<file path="src/rtl/obi_arb_pkg.sv">
// Shared types and helpers for the two-requester OBI data arbiter.
package obi_arb_pkg;

    typedef logic arb_id_t;

    typedef enum logic {
        IDLE = 1'b0,
        HOLD = 1'b1
    } arb_state_e;

    localparam arb_id_t ID_CORE = 1'b0;
    localparam arb_id_t ID_DBG  = 1'b1;

    // Pick a requester among those requesting; tie_winner resolves a tie.
    function automatic arb_id_t pick_id(input logic req0, input logic req1, input arb_id_t tie_winner);
        if (req0 && req1) begin
            return tie_winner;
        end else if (req1) begin
            return ID_DBG;
        end else begin
            return ID_CORE;
        end
    endfunction

endpackage

</file>
<file path="src/rtl/obi_arb_id_fifo.sv">
// In-order FIFO of requester ids for granted-but-unanswered transactions.
module obi_arb_id_fifo
    import obi_arb_pkg::*;
#(
    parameter int DEPTH = 2,
    parameter int CNT_W = $clog2(DEPTH + 1),
    parameter int PTR_W = (DEPTH > 1) ? $clog2(DEPTH) : 1
) (
    input  logic             clk_i,
    input  logic             rst_i,
    input  logic             push_i,
    input  logic             push_id_i,
    input  logic             pop_i,
    output logic             head_id_o,
    output logic [CNT_W-1:0] count_o,
    output logic             full_o,
    output logic             empty_o
);

    arb_id_t          mem_q [DEPTH];
    arb_id_t          mem_d [DEPTH];
    logic [PTR_W-1:0] wr_ptr_q, wr_ptr_d;
    logic [PTR_W-1:0] rd_ptr_q, rd_ptr_d;
    logic [CNT_W-1:0] count_q, count_d;

    // Pointers wrap at DEPTH, which need not be a power of two.
    function automatic logic [PTR_W-1:0] next_ptr(input logic [PTR_W-1:0] p);
        return (p == PTR_W'(DEPTH - 1)) ? '0 : p + PTR_W'(1);
    endfunction

    // Next-state for storage, pointers and occupancy.
    always_comb begin
        mem_d    = mem_q;
        wr_ptr_d = wr_ptr_q;
        rd_ptr_d = rd_ptr_q;
        count_d  = count_q;
        if (push_i) begin
            mem_d[wr_ptr_q] = push_id_i;
            wr_ptr_d        = next_ptr(wr_ptr_q);
        end
        if (pop_i) begin
            rd_ptr_d = next_ptr(rd_ptr_q);
        end
        case ({push_i, pop_i})
            2'b10:   count_d = count_q + CNT_W'(1);
            2'b01:   count_d = count_q - CNT_W'(1);
            default: count_d = count_q;
        endcase
    end

    // Control state is reset; id storage is only meaningful while counted.
    always_ff @(posedge clk_i) begin
        mem_q <= mem_d;
        if (rst_i) begin
            wr_ptr_q <= '0;
            rd_ptr_q <= '0;
            count_q  <= '0;
        end else begin
            wr_ptr_q <= wr_ptr_d;
            rd_ptr_q <= rd_ptr_d;
            count_q  <= count_d;
        end
    end

    assign head_id_o = mem_q[rd_ptr_q];
    assign count_o   = count_q;
    assign full_o    = (count_q == CNT_W'(DEPTH));
    assign empty_o   = (count_q == '0);

endmodule

</file>
<file path="src/rtl/obi_data_arbiter.sv">
// Two-requester (core data, debug system bus) to one-target OBI arbiter.
// Responses are routed in order using an id FIFO.
// Optional performance counters: define OBI_DATA_ARBITER_PERF_EN.
module obi_data_arbiter
    import obi_arb_pkg::*;
#(
    parameter int MAX_OUTSTANDING = 2,
    parameter int FIXED_PRIO      = 0,
    parameter int ADDR_WIDTH      = 32,
    parameter int DATA_WIDTH      = 32
) (
    input  logic                    clk_i,
    input  logic                    rst_i,
    input  logic                    m0_req_i,
    output logic                    m0_gnt_o,
    input  logic [ADDR_WIDTH-1:0]   m0_addr_i,
    input  logic                    m0_we_i,
    input  logic [DATA_WIDTH/8-1:0] m0_be_i,
    input  logic [DATA_WIDTH-1:0]   m0_wdata_i,
    output logic                    m0_rvalid_o,
    output logic [DATA_WIDTH-1:0]   m0_rdata_o,
    input  logic                    m1_req_i,
    output logic                    m1_gnt_o,
    input  logic [ADDR_WIDTH-1:0]   m1_addr_i,
    input  logic                    m1_we_i,
    input  logic [DATA_WIDTH/8-1:0] m1_be_i,
    input  logic [DATA_WIDTH-1:0]   m1_wdata_i,
    output logic                    m1_rvalid_o,
    output logic [DATA_WIDTH-1:0]   m1_rdata_o,
    output logic                    s_req_o,
    input  logic                    s_gnt_i,
    output logic [ADDR_WIDTH-1:0]   s_addr_o,
    output logic                    s_we_o,
    output logic [DATA_WIDTH/8-1:0] s_be_o,
    output logic [DATA_WIDTH-1:0]   s_wdata_o,
    input  logic                    s_rvalid_i,
    input  logic [DATA_WIDTH-1:0]   s_rdata_i,
    output logic                    protocol_err_o
`ifdef OBI_DATA_ARBITER_PERF_EN
    ,
    output logic [31:0]             perf_gnt0_o,
    output logic [31:0]             perf_gnt1_o,
    output logic [31:0]             perf_stall_o
`endif
);

    localparam int CNT_W = $clog2(MAX_OUTSTANDING + 1);

    arb_state_e       state_q, state_d;
    arb_id_t          hold_id_q, hold_id_d;
    arb_id_t          rr_ptr_q, rr_ptr_d;
    logic             err_q, err_d;

    logic             sel_valid;
    arb_id_t          sel_id;
    logic             grant;
    logic             blocked;
    logic             pop;
    arb_id_t          head_id;
    logic [CNT_W-1:0] fifo_count;
    logic             fifo_full;
    logic             fifo_empty;
    arb_id_t          tie_winner;

    assign tie_winner = (FIXED_PRIO != 0) ? ID_DBG : rr_ptr_q;
    assign blocked    = fifo_full;
    assign pop        = s_rvalid_i && !fifo_empty;

    // Arbitration FSM: select, grant or hold the address phase, flag violations.
    always_comb begin
        state_d   = state_q;
        hold_id_d = hold_id_q;
        rr_ptr_d  = rr_ptr_q;
        err_d     = err_q;
        sel_valid = 1'b0;
        sel_id    = ID_CORE;
        grant     = 1'b0;
        case (state_q)
            IDLE: begin
                if (!blocked && (m0_req_i || m1_req_i)) begin
                    sel_valid = 1'b1;
                    sel_id    = pick_id(m0_req_i, m1_req_i, tie_winner);
                    if (s_gnt_i) begin
                        grant = 1'b1;
                    end else begin
                        hold_id_d = sel_id;
                        state_d   = HOLD;
                    end
                end
            end
            HOLD: begin
                // Mux frozen on the latched requester until it is granted.
                sel_id = hold_id_q;
                if (!blocked) begin
                    if ((hold_id_q == ID_DBG) ? m1_req_i : m0_req_i) begin
                        sel_valid = 1'b1;
                        if (s_gnt_i) begin
                            grant   = 1'b1;
                            state_d = IDLE;
                        end
                    end else begin
                        err_d   = 1'b1;
                        state_d = IDLE;
                    end
                end
            end
            default: state_d = IDLE;
        endcase
        if (grant) begin
            rr_ptr_d = ~sel_id;
        end
        if (s_rvalid_i && fifo_empty) begin
            err_d = 1'b1;
        end
    end

    // Control state registers.
    always_ff @(posedge clk_i) begin
        if (rst_i) begin
            state_q   <= IDLE;
            hold_id_q <= ID_CORE;
            rr_ptr_q  <= ID_CORE;
            err_q     <= 1'b0;
        end else begin
            state_q   <= state_d;
            hold_id_q <= hold_id_d;
            rr_ptr_q  <= rr_ptr_d;
            err_q     <= err_d;
        end
    end

    obi_arb_id_fifo #(
        .DEPTH (MAX_OUTSTANDING)
    ) u_fifo (
        .clk_i     (clk_i),
        .rst_i     (rst_i),
        .push_i    (grant),
        .push_id_i (sel_id),
        .pop_i     (pop),
        .head_id_o (head_id),
        .count_o   (fifo_count),
        .full_o    (fifo_full),
        .empty_o   (fifo_empty)
    );

    // Address-phase mux toward the target; zero when nothing is selected.
    always_comb begin
        s_req_o   = sel_valid;
        s_addr_o  = '0;
        s_we_o    = 1'b0;
        s_be_o    = '0;
        s_wdata_o = '0;
        if (sel_valid) begin
            s_addr_o  = (sel_id == ID_DBG) ? m1_addr_i  : m0_addr_i;
            s_we_o    = (sel_id == ID_DBG) ? m1_we_i    : m0_we_i;
            s_be_o    = (sel_id == ID_DBG) ? m1_be_i    : m0_be_i;
            s_wdata_o = (sel_id == ID_DBG) ? m1_wdata_i : m0_wdata_i;
        end
    end

    assign m0_gnt_o       = grant && (sel_id == ID_CORE);
    assign m1_gnt_o       = grant && (sel_id == ID_DBG);
    assign m0_rvalid_o    = pop && (head_id == ID_CORE);
    assign m1_rvalid_o    = pop && (head_id == ID_DBG);
    assign m0_rdata_o     = s_rdata_i;
    assign m1_rdata_o     = s_rdata_i;
    assign protocol_err_o = err_q;

    // A response in the grant cycle of the same transaction is unsupported.
    a_no_same_cycle_rsp: assert property (@(posedge clk_i) disable iff (rst_i)
        !(s_rvalid_i && fifo_empty && grant));

    a_count_bound: assert property (@(posedge clk_i) disable iff (rst_i)
        fifo_count <= CNT_W'(MAX_OUTSTANDING));

`ifdef OBI_DATA_ARBITER_PERF_EN
    logic [31:0] perf_gnt0_q, perf_gnt0_d;
    logic [31:0] perf_gnt1_q, perf_gnt1_d;
    logic [31:0] perf_stall_q, perf_stall_d;

    function automatic logic [31:0] sat_inc(input logic [31:0] v);
        return (v == 32'hFFFF_FFFF) ? v : v + 32'd1;
    endfunction

    // Saturating event counters.
    always_comb begin
        perf_gnt0_d  = perf_gnt0_q;
        perf_gnt1_d  = perf_gnt1_q;
        perf_stall_d = perf_stall_q;
        if (m0_gnt_o) perf_gnt0_d = sat_inc(perf_gnt0_q);
        if (m1_gnt_o) perf_gnt1_d = sat_inc(perf_gnt1_q);
        if ((m0_req_i || m1_req_i) && !grant) perf_stall_d = sat_inc(perf_stall_q);
    end

    // Counter registers.
    always_ff @(posedge clk_i) begin
        if (rst_i) begin
            perf_gnt0_q  <= '0;
            perf_gnt1_q  <= '0;
            perf_stall_q <= '0;
        end else begin
            perf_gnt0_q  <= perf_gnt0_d;
            perf_gnt1_q  <= perf_gnt1_d;
            perf_stall_q <= perf_stall_d;
        end
    end

    assign perf_gnt0_o  = perf_gnt0_q;
    assign perf_gnt1_o  = perf_gnt1_q;
    assign perf_stall_o = perf_stall_q;
`endif

endmodule

</file>
<file path="config.mk">
export PLATFORM = sky130hd
export DESIGN_NAME = obi_data_arbiter
export DESIGN_NICKNAME = d
export VERILOG_FILES = /design/src/rtl/obi_arb_pkg.sv /design/src/rtl/obi_arb_id_fifo.sv /design/src/rtl/obi_data_arbiter.sv
export SDC_FILE = /design/constraint.sdc
export NUM_CORES = 1
export LEC_CHECK = 0
export ABC_AREA = 1
export CORE_AREA = 2 2 122 124
export DETAILED_ROUTE_END_ITERATION = 6
export DIE_AREA = 0 0 124 126
export PLACE_DENSITY = 0.64
export SYNTH_ARGS = -nofsm -noshare
export SYNTH_HDL_FRONTEND = slang
export SYNTH_SLANG_ARGS = --single-unit
</file>
<file path="constraint.sdc">
create_clock -name clk_i -period 2.7 [get_ports clk_i]
set_input_delay 0.54 -clock clk_i [delete_from_list [all_inputs] [get_ports clk_i]]
set_output_delay 0.54 -clock clk_i [all_outputs]
set_load 0.01 [all_outputs]
</file>
==> results.toml <==
[sta]
pins_over_slew_limit = 0
max-slew-margin-rel_pct = 79.9
rsz_0062_raised_after_global_routing = "no"
setup_viol = 0
period_share_pct = 95.9
finalClockSkew_ns = 0.00426
fin_hold_ws_ns = 0.476
maxClockFrequency_mhz = 386
worst_pin_slew_ns = 0.299
totalNegativeSetupSlack_ns = 0
finalCriticalPeriod_ns = 2.59
hold_violations = 0

[synthesis]
post_synth_instance_area_mm2 = 0.00244
cell_accounting_for_the_most_synthesized_area = "sky130_fd_sc_hd__nand2_1"
netlist_instances = 506
postSynthNetCount = 683
syn_avg_cell_area_um2 = 4.83
yosys.area.top_type_share_pct = 23.0
yosys.cell_types.count = 19
yosysSeqAreaShare_pct = 9.01
synth.top_cells.by_area = "sky130_fd_sc_hd__nand2_1, sky130_fd_sc_hd__nor2_1, sky130_fd_sc_hd__buf_4"
ff_latch_count_synth = 10
ys_warnings = 0

[placement]
place.detailed.instances = 842
globalplace.congestion = 0.799
port_buffers = 218
detail_placement_hpwl_mm = 7.20

[detailed_routing]
first_iter_violations = 88
detail_route.drc_violations = 0
ant_nets = 0
routed_wirelength_mm = 9.75
route.detailed.wl_per_inst_um = 11.4
detail_route.vias_per_cell = 3.66
drt_pass1_iterations = 6
num_vias = 3117

[finish]
ff_latch_area_um2 = 220
utilization_pct = 31.8
nets = 846
multi_input_comb_area_mm2 = 0.00130
area.growth.synth_to_final_pct = 86.4
fill_cells = 1593
antenna_cells_inserted = 0
layout-drive-gt1-share_pct = 9.43
stdcell_count = 852

[floorplan]
placementRows = 44
ios = 315
start_util_pct = 17.1
design.die.area_mm2 = 0.0156
die_w_um = 124
fp.dieH_um = 126
core_region_area_mm2 = 0.0143

[power_and_ir_drop]
clockPowerShare_pct = 12.0
pwr-share-seq_pct = 9.3
switchingPower_uw = 942
swShare_pct = 42.7
pwr-share-comb_pct = 78.7
irDropWorstVdd_uv = 291
power_density_mw_per_mm2 = 484
power_report.internal_total_uw = 1260
p_leak_uw = 0.00262

[hold_path]
timing.hold.worst.class = "reg2reg"

[worst_setup_path]
max_stage_delay_ns = 0.28
path_cells = "dlygate4sd2_1 -> nand2_1 -> nand2_2 -> nor2_4 -> nor2_4 -> buf_12 -> bufbuf_16 -> nor2_1 -> nor2_1 -> dlygate4sd2_1"
critical_path_arrival_ns = 2.05
worstPathMaxFanout = 12
worst_ep_required_time_ns = 2.16
critical_path_class = "in2out"
setup.worst_path.start_class = "primary input"
worstSetupEndpointType = "output pin"
timing.critical_path.slowest_stage_cell = "sky130_fd_sc_hd__bufbuf_16"

[clocking]
clock-root-buffer = "sky130_fd_sc_hd__clkbuf_16"
cts_made_buffers = 3
tritoncts = "built"
max-clock-path-buffers = 2
cts-htree-levels = 1
clock_insertion_delay_worst_skew_ns = 0.24
cts.hold.buffers_added = 0
clk_pin_slew_ns = 0.04
cts.sinks = 10

[global_route]
number_of_antenna_violations_at_the_first_check_in_global_routing = 0
globalRouteTotalUtil_pct = 11.7
grt_pass1_vias = 2760
grt_remaining_overflow = 0
grt_first_pass_wirelength_mm = 14.4
grt_max_degree = 36

[job]
maxCapViolations = 0

[run_status]
outcome = "finished, final reports clean"
[critical path: cells and delay by family]
kind | cells | cell delay (ns)
buffers and inverters | 4 | 0.94
AND/OR/NAND/NOR | 6 | 0.56
[layout by cell type (no fill, tap or decap), types with 4 or more instances in the layout]
cell type	synthesis	layout
sky130_fd_sc_hd__a21oi_1	10	9
sky130_fd_sc_hd__buf_2	9	4
sky130_fd_sc_hd__dlygate4sd2_1	0	50
sky130_fd_sc_hd__clkbuf_2	0	15
sky130_fd_sc_hd__buf_12	0	6
sky130_fd_sc_hd__dfxtp_1	8	8
sky130_fd_sc_hd__nand2_1	150	149
sky130_fd_sc_hd__inv_1	81	81
sky130_fd_sc_hd__o21ai_0	7	7
sky130_fd_sc_hd__nor2_1	149	147
sky130_fd_sc_hd__clkdlybuf4s50_1	0	145
sky130_fd_sc_hd__buf_4	72	16
[repair_timing]
item | in CTS | in global routing
endpoints found under the hold margin | 0 | 0
buffers inserted | 2 | 0
pin swaps | 2 | 0
endpoints found under the setup margin | 72 | 16
gates cloned | 4 | 0
resized for setup | 98 | 31
[final cells by class]
type / instances / area share (%)
Clock buffer: 3 / 1.65
Sequential cell: 10 / 4.83
Timing Repair Buffer: 245 / 53.1
Clock inverter: 1 / 0.0823
Inverter: 83 / 6.84
Multi-Input combinational cell: 326 / 28.4
Tap cell: 184 / 5.05
[power groups by stage]
| stage | Clock (uW) | Combinational, uW | Sequential (uW) |
|---|---|---|---|
| after global routing | 280 | 1920 | 208 |
| final | 265 | 1740 | 204 |
| after detailed placement | 0 | 1820 | 206 |
| after CTS | 271 | 1770 | 204 |
| after global placement | 0 | 1820 | 206 |
| after floorplan | 0 | 927 | 203 |
[routing by layer]
layer  vias to the layer above  routed length, um  GRT usage [%]
li1                       1701                  -              -
met1                      1255               3970           13.9
met2                       140               4700           20.3
met3                        21                877           3.31
met4                         0                195           3.24
met5                         -                  0              0
[path summary, 6_finish.rpt]
check / startpoint / endpoint / slack (ns) / cells after the start
max: m0_req_i / s_wdata_o[20] / 0.11 / 10
min: u_fifo.rd_ptr_q$_SDFFE_PP0P_ / u_fifo.rd_ptr_q$_SDFFE_PP0P_ / 0.48 / 1
max reg2reg: hold_id_q$_SDFFE_PP0P_ / u_fifo.count_o[1]$_SDFFE_PP0P_ / 0.81 / 10
min reg2reg: u_fifo.rd_ptr_q$_SDFFE_PP0P_ / u_fifo.rd_ptr_q$_SDFFE_PP0P_ / 0.48 / 1
[cell usage after synthesis]
master                     number
sky130_fd_sc_hd__and2_1         1
sky130_fd_sc_hd__ha_1           1
sky130_fd_sc_hd__buf_1          3
sky130_fd_sc_hd__buf_4         72
sky130_fd_sc_hd__buf_6          3
sky130_fd_sc_hd__dfxtp_1        8
sky130_fd_sc_hd__nand2_1      150
sky130_fd_sc_hd__nor2_4         2
sky130_fd_sc_hd__o21ai_0        7
sky130_fd_sc_hd__inv_2          2
sky130_fd_sc_hd__nor2_1       149
sky130_fd_sc_hd__inv_1         81
sky130_fd_sc_hd__a21oi_1       10
sky130_fd_sc_hd__nand2_2        1
sky130_fd_sc_hd__or2_2          1
sky130_fd_sc_hd__nand3_1        3
sky130_fd_sc_hd__nand4_1        1
sky130_fd_sc_hd__buf_2          9
sky130_fd_sc_hd__edfxtp_1       2
[per-stage QoR]
step                      area [um^2]  worst slack (ns)  power, uW
after floorplan                  2440             0.756       1130
after global placement           4450            -0.430       2020
after detailed placement         4450            -0.454       2020
after CTS                        4610            0.0312       2250
after global routing             4560           0.00195       2410
final                            4560             0.111       2210
[state kept, by name (all words and copies together) (netlist names)]
signal and flops:
u_fifo.count_o 2, rr_ptr_q 1, u_fifo.rd_ptr_q 1, state_q 1
protocol_err_o 1, hold_id_q 1, u_fifo.wr_ptr_q 1, u_fifo.mem_q 2
[kinds of logic after synthesis]
family,count (synthesis),share of synthesized area (%)
simple gates,308,48.5
compound gates,17,3.48
fa+ha+maj,1,0.512
buf+inv,170,38.5
flops,10,9.01
Note: power is estimated with default switching activity, not from simulation.
